--- src/rtl/fsm_table_engine.sv ---
// Run-time programmable Moore FSM. A {state, symbol}-indexed table supplies next state and output.
// Optional step counter (step_cnt port) is built when FSM_TRACE_EN is defined.
module fsm_table_engine #(
    parameter int STATE_W     = 3,
    parameter int IN_W        = 2,
    parameter int OUT_W       = 3,
    parameter int RESET_STATE = 0,
    parameter int CNT_W       = 8
) (
    input  logic                     clk,
    input  logic                     reset,
    input  logic                     en,
    input  logic [IN_W-1:0]          a,
    input  logic                     cfg_we,
    input  logic [STATE_W+IN_W-1:0]  cfg_addr,
    input  logic [OUT_W+STATE_W-1:0] cfg_data,
    input  logic                     err_clr,
    output logic [STATE_W-1:0]       state,
    output logic [OUT_W-1:0]         saida,
`ifdef FSM_TRACE_EN
    output logic [CNT_W-1:0]         step_cnt,
`endif
    output logic                     err
);

    localparam int ADDR_W = STATE_W + IN_W;
    localparam int ENT_W  = OUT_W + STATE_W;
    localparam int DEPTH  = 1 << ADDR_W;
    localparam logic [STATE_W-1:0] RST_STATE = RESET_STATE[STATE_W-1:0];

    // Run/error mode; err is a direct decode of this state.
    typedef enum logic {
        MODE_RUN = 1'b0,
        MODE_ERR = 1'b1
    } mode_t;

    mode_t              mode, mode_next;
    logic [ENT_W-1:0]   table_mem [DEPTH];
    logic [DEPTH-1:0]   valid;

    logic [ADDR_W-1:0]  rd_idx;
    logic [ENT_W-1:0]   entry;
    logic               entry_valid;
    logic [STATE_W-1:0] state_next;
    logic [OUT_W-1:0]   saida_next;
    logic               step_ok;

    // Nonblocking table/valid updates give read-before-write for a same-index write.
    assign rd_idx      = {state, a};
    assign entry       = table_mem[rd_idx];
    assign entry_valid = valid[rd_idx];
    assign err         = (mode == MODE_ERR);

    always_comb begin
        mode_next  = mode;
        state_next = state;
        saida_next = saida;
        step_ok    = 1'b0;
        if (err_clr) begin
            mode_next = MODE_RUN;
        end else if (en && mode == MODE_RUN) begin
            if (entry_valid) begin
                state_next = entry[STATE_W-1:0];
                saida_next = entry[ENT_W-1:STATE_W];
                step_ok    = 1'b1;
            end else begin
                mode_next = MODE_ERR;
            end
        end
    end

    always_ff @(posedge clk) begin
        if (reset) begin
            mode  <= MODE_RUN;
            state <= RST_STATE;
            saida <= '0;
            valid <= '0;
        end else begin
            mode  <= mode_next;
            state <= state_next;
            saida <= saida_next;
            if (cfg_we) begin
                valid[cfg_addr] <= 1'b1;
            end
        end
    end

    // Table data is deliberately not reset; validity is tracked separately.
    always_ff @(posedge clk) begin
        if (!reset && cfg_we) begin
            table_mem[cfg_addr] <= cfg_data;
        end
    end

`ifdef FSM_TRACE_EN
    always_ff @(posedge clk) begin
        if (reset) begin
            step_cnt <= '0;
        end else if (step_ok) begin
            step_cnt <= step_cnt + 1'b1;
        end
    end
`else
    localparam int UNUSED_CNT_W = CNT_W;
    logic unused_step_ok;
    assign unused_step_ok = step_ok;
`endif

endmodule
--- config.mk ---
export PLATFORM = sky130hd
export DESIGN_NAME = fsm_table_engine
export DESIGN_NICKNAME = d
export VERILOG_FILES = /design/src/rtl/fsm_table_engine.sv
export SDC_FILE = /design/constraint.sdc
export NUM_CORES = 1
export LEC_CHECK = 0
export BUFFER_PORTS_ARGS = -buffer_cell sky130_fd_sc_hd__buf_2
export CAP_MARGIN = 10
export CELL_PAD_IN_SITES_DETAIL_PLACEMENT = 1
export CELL_PAD_IN_SITES_GLOBAL_PLACEMENT = 1
export CORE_MARGIN = 2
export CORE_UTILIZATION = 52
export CTS_CLUSTER_DIAMETER = 50
export DETAILED_ROUTE_END_ITERATION = 10
export PLACE_DENSITY = 0.82
export SYNTH_ARGS = -nofsm -noshare
export SYNTH_HDL_FRONTEND = slang
export SYNTH_SLANG_ARGS = --single-unit
--- constraint.sdc ---
create_clock -name clk -period 2.15 [get_ports clk]
set_clock_uncertainty 0.1 [all_clocks]
set_input_delay 0.1075 -clock clk [delete_from_list [all_inputs] [get_ports clk]]
set_output_delay 0.1075 -clock clk [all_outputs]
set_load 0.02 [all_outputs]
==> results.toml, run 1 <==
[setup_path]
setup.worst_path.start_class = "flop"
crit_type = "flop to flop"
endpoint_kind = "flop"
critPathMaxFanout = 1
crit_required_ns = 2.44
cp.arrival_ns = 2.43

[logic_synthesis]
yosysSeqAreaShare_pct = 72.34
synth_mux_area_share_pct = 13.36
netlist_instances = 524
yosysUniqueCellTypes = 41
synth_area_um2 = 9050
synth_adder_area_share_pct = 0
syn-num-nets = 542
synth_area_per_cell_um2 = 17.27
synth_xor_area_share_pct = 0
synth_top_family_by_area = "multiplexers"
synth-simple-area-share_pct = 4.148
synth_top_area_share_pct = 63.71
ys_seq_elements = 231
synth_compound_area_share_pct = 8.199
yosysTopAreaCell = "edfxtp_1"
ys_top_cells_by_area = "edfxtp_1, dfxtp_1, mux2i_1"
ys_warn_count = 0

[drt]
avgViaCountPerCell = 6.251
vias = 5320
drt_wl_total_um = 23180
drt-initial-drc-count = 367
wl_per_cell_um = 27.24
antenna_left = 0
drc_errors = 0
drt_first_pass_iters = 5

[timing]
setup_viol = 0
grt_setup_unrepaired = "yes"
slew-limit-headroom_pct = 39.05
setup_ws_ns = 0.01562
hold_viol = 0
period_share_pct = 99.27
worst_pin_slew_ns = 0.9109
fmax_mhz = 468.5
drv_slew = 0
min_period_ns = 2.134

[hold_path]
hold_path_class = "input pin to flop"

[power_and_ir_drop]
power.share.switching_pct = 20.92
p_switching_mw = 2.066
power_frac_comb_pct = 5.8
powerDensity_nw_per_um2 = 918.7
p_clk_share_pct = 44.5
p_leak_nw = 4.018
peakVddDrop_v = 0.0007993
power.internal_mw = 7.809
seqPwrFrac_pct = 49.7

[floorplanning]
num_rows = 48
die_h_um = 135.9
fp.dieW_um = 135.9
initial_utilization_pct = 52.69
ios = 25
core_area_um2 = 17180
dieArea_um2 = 18480

[clock_network]
ctsRootBufferMaster = "clkbuf_16"
clock_latency_ns = 0.51
cts.clk_slew.worst_paths_ns = 0.06
cts.sinks = 231
cts_tree = "built"
h-tree-depth = 1
cts_buffers = 24
max-clock-path-buffers = 3
post-cts-setup-buffer-count = 0

[layout]
fin_area_um2 = 10750
area_delta_synth_final_pct = 18.78
nNetsFinal = 626
diodes = 0
drive_above_1_share_pct = 25.08

[run_status]
status = "finished clean"

[place]
hpwl_um = 14340
gp_congestion = 0.8369
portBuffers = 24
pre_cts_ws_ns = -0.3008
placed_area_um2 = 9753

[grt]
grt_pass1_wl_um = 34700
grt_use_met2_pct = 45.09
grt_max_degree = 36
met1_usage_pct = 32.75
antenna_found_initial = 0
grt_remaining_overflow = 0
grt_use_total_pct = 25.64
use_met3_pct = 3.654
grt_pass1_vias = 5762
grt.busiest_layer = "met2"

[job]
drv_cap = 0
==> placed cells by master, fill, tap and decap left out, types with 6 or more instances in the layout <==
cell       count
nor2_1        39
a21o_1        30
edfxtp_1     192
nand2_1       18
dfxtp_1       37
mux2i_1       57
mux4_2        21
mux4_1         6
a22oi_1       26
clkbuf_16     25
buf_4         53
buf_2         23
==> cell usage after synthesis, drive strengths merged <==
master	count
or3	2
mux4	27
mux2i	57
a21oi	4
inv	5
and4	1
nand2	18
edfxtp	192
o311a	5
a22o	5
o31ai	2
o21bai	4
o211ai	3
and3	2
or3b	2
nor2	39
o311ai	1
buf	15
o221ai	5
dfxtp	39
a21o	30
nand3b	4
nand2b	2
a22oi	26
o21ai	2
a221oi	6
o22ai	3
and2	1
nand3	5
or2	1
nor3	1
clkbuf	11
nand4	1
nor2b	3
==> registers in the layout (all words and copies together) (netlist names) <==
register,flops
table_mem,192
state,3
valid,32
err,1
saida,3
==> area by class of cell <==
class                   count  area [um2]
clock buffers              32       681.9
multi-input cells         262        2430
well taps                 225       281.5
inverters                   5       18.77
flip-flops and latches    231        6551
clock inverters            12       161.4
fillers                  1555        6427
repair buffers             84       624.3
==> power groups by stage <==
stage | clock network, mW | logic [mW] | registers [mW]
2_1_floorplan | 0 | 0.288 | 5.00
3_3_place_gp | 0 | 0.502 | 4.99
3_5_place_dp | 0 | 0.525 | 5.00
4_1_cts | 4.43 | 0.553 | 4.90
5_1_grt | 4.58 | 0.606 | 4.91
6_report | 4.40 | 0.575 | 4.90
==> routing by layer <==
| layer | vias to the layer above | part of all wire, % | wire, um |
|---|---|---|---|
| li1 | 2270 | - | - |
| met1 | 2757 | 39 | 9120 |
| met2 | 236 | 52 | 12060 |
| met3 | 57 | 5.6 | 1299 |
| met4 | 0 | 3.0 | 702 |
| met5 | - | 0 | 0 |
==> kinds of logic after synthesis <==
| logic type | after synthesis |
|---|---|
| compound gates | 96 |
| buf+inv | 31 |
| flops | 231 |
| mux | 84 |
| simple gates | 82 |
==> timing repair <==
action                                  CTS  global route
pin swaps                                 0             4
endpoints found under the hold margin     4             0
hold buffers                              4             0
gates resized for setup                   9            13
endpoints found under the setup margin    6             7
==> stage by stage <==
| stage | power, mW | hold WS (ns) | setup TNS (ns) | utilization (%) | instances |
|---|---|---|---|---|---|
| global placement | 5.497 | 0.2007 | -0.7245 | 56.78 | 803 |
| floorplan | 5.286 | 0.08429 | 0 | - | 524 |
| detailed placement | 5.523 | 0.2040 | -1.182 | 56.78 | 803 |
| CTS | 9.891 | 0.009374 | 0 | 62.19 | 851 |
| finish | 9.875 | 0.01653 | 0 | 62.58 | 851 |
| global route | 10.09 | 0.04041 | -0.02954 | 62.58 | 851 |
==> final timing paths <==
| kind | cells past startpoint | endpoint | from | slack (ns) |
|---|---|---|---|---|
| max | 5 | saida[1] | table_mem[29][4] | 0.02 |
| min | 1 | table_mem[4][2] | cfg_data[2] | 0.02 |
| max reg2reg | 5 | saida[1] | table_mem[29][4] | 0.02 |
| min reg2reg | 1 | valid[6] | valid[6] | 0.35 |
==> critical path, stage by stage, from the launching register on <==
cell and delay (ns):
edfxtp_1 0.37, mux4_1 0.52, a22o_1 0.27, a221oi_4 0.29, o221ai_2 0.16, o311a_1 0.31
(Power assumes the default switching activity.)
==> inputs of run 2 (changes only) <==
BUFFER_PORTS_ARGS = -buffer_cell sky130_fd_sc_hd__buf_4   (was -buffer_cell sky130_fd_sc_hd__buf_2)
CAP_MARGIN = 20   (was 10)
CORE_UTILIZATION = 45   (was 52)
PLACE_DENSITY = 0.73   (was 0.82)
==> run 2 against run 1 <==
Effect of this change: the flow now finishes with violations (setup timing); register-to-register slack worse by 0.03 ns; critical path type unchanged; clock-buffer cell count fell by 2; die area is 15% higher; final cell count rose by 6.5%; largest power group unchanged.
==> results.toml, run 2 (synthesis gave the netlist of run 1 again) <==
[timing]
setup_ws_ns = -0.01573
grt_setup_unrepaired = "yes"
slew-limit-headroom_pct = 46.25
setup_viol = 1
hold_viol = 0
fin_tns_setup_ns = -0.01573
worst_pin_slew_ns = 0.8033
period_share_pct = 100.7
drv_slew = 0
fmax_mhz = 461.7
min_period_ns = 2.166

[clock_network]
max-clock-path-buffers = 3
clock_latency_ns = 0.52
cts.clk_slew.worst_paths_ns = 0.06
ctsRootBufferMaster = "clkbuf_16"
h-tree-depth = 1
cts.sinks = 231
cts_tree = "built"
post-cts-setup-buffer-count = 0
cts_buffers = 25

[grt]
grt_pass1_vias = 5762
grt_use_total_pct = 20.74
grt_remaining_overflow = 0
grt_max_degree = 36
grt_pass1_wl_um = 33630
antenna_found_initial = 0

[drt]
antenna_left = 0
drt_first_pass_iters = 4
drt-initial-drc-count = 306
vias = 5182
avgViaCountPerCell = 5.720
drc_errors = 0
drt_wl_total_um = 21900
wl_per_cell_um = 24.17

[layout]
regMostFlops = "table_mem"
nNetsFinal = 640
reg.largest.list = "table_mem x192, valid x32"
diodes = 0
fill_cells = 1803
final_common_cell = "edfxtp_1"
area_delta_synth_final_pct = 20.56
drive_above_1_share_pct = 24.65
layout_common_cells = "edfxtp_1, buf_4, mux2i_1, nor2_1, dfxtp_1"
final_util_pct = 55.69
largest_register_ffs = 192

[power_and_ir_drop]
power.internal_mw = 7.625
power.share.switching_pct = 21.06
seqPwrFrac_pct = 50.8
finalPower_mw = 9.660
p_switching_mw = 2.034
power_frac_comb_pct = 6.0
p_clk_share_pct = 43.3
peakVddDrop_v = 0.0008321
p_leak_nw = 4.065
powerDensity_nw_per_um2 = 885.4

[floorplanning]
initial_utilization_pct = 46.20
ios = 25
core_area_um2 = 19590
die_h_um = 145.8
dieArea_um2 = 21260
num_rows = 51
fp.dieW_um = 145.8

[setup_path]
crit_required_ns = 2.45
cp.arrival_ns = 2.47
cp_cell_sequence = "mux4_2, a22o_1, a221oi_2, o221ai_1, o311a_1"
endpoint_kind = "flop"
slowest_stage = "mux4_2"
slowest_delay_ns = 0.53
critPathMaxFanout = 1
ff2ff_path_depth = 5
crit_type = "flop to flop"
setup.worst_path.start_class = "flop"

[hold_path]
hold_path_class = "input pin to flop"
whs_path_depth = 3

[run_status]
violations = "setup timing"
status = "finished, violations left"

[place]
hpwl_um = 14060
portBuffers = 24
gp_congestion = 0.7771

[job]
drv_cap = 0
==> run 2: changes by cell type in the layout (fill, tap and decap cells not counted), sizes merged <==
cell         previous run  this run
dlygate4sd3             4        14
clkinv                  7        11
buf                    80        83
clkbuf                 32        30
bufinv                  4         3
inv                     6         7
==> run 2: worst max-delay path: cells and delay by family (launching register included) <==
kind / cells / cell delay (ns)
DFF: 1 / 0.37
muxes: 1 / 0.53
AOI/OAI and AO/OA: 4 / 1.06
==> run 2: layout make-up <==
cell class	instances	area, um2	area share, %
Sequential cell	231	6549	60.02
Multi-Input combinational cell	262	2406	22.05
Timing Repair Buffer	97	800.8	7.339
Clock buffer	30	644.4	5.906
Tap cell	265	331.6	3.039
Clock inverter	16	160.2	1.468
Inverter	5	18.77	0.1720
==> run 2: power groups by stage <==
stage               Sequential, mW  Clock (mW)  Combinational, mW
global placement              5.00           0              0.513
floorplan                     5.00           0              0.288
detailed placement            5.00           0              0.530
finish                        4.91        4.18              0.577
CTS                           4.90        4.25              0.561
global route                  4.91        4.41              0.616
==> run 2: metrics by stage <==
stage	hold WS [ns]	instance area (um2)	setup slack, ns	cells
2_1_floorplan	0.08429	9050	0.1656	524
3_3_place_gp	0.1871	9883	-0.2863	846
3_5_place_dp	0.1891	9883	-0.2882	846
4_1_cts	0.06726	10870	0.01326	906
5_1_grt	0.1029	10910	-0.05469	906
6_report	0.09731	10910	-0.01573	906
==> run 2: worst paths after layout <==
check / endpoint / slack (ns) / from
hold reg to reg: valid[26] / 0.35 / valid[26]
hold / removal: table_mem[27][2] / 0.1 / cfg_addr[3]
setup reg to reg: saida[2] / -0.02 / table_mem[31][5]
setup / recovery: saida[2] / -0.02 / table_mem[31][5]
==> run 2: layer usage <==
layer / part of all wire (%) / track usage, % / vias to the layer above
met5: 0 / 0 / -
met4: 3.2 / 7.451 / 0
met3: 3.9 / 2.351 / 52
met2: 51 / 36.56 / 133
met1: 42 / 26.64 / 2691
li1: - / - / 2306
==> run 2: timing repair <==
action,CTS,global route
pin swaps,0,4
hold endpoints to repair,197,0
setup endpoints to repair,6,13
hold buffers,14,0
resized for setup,9,11
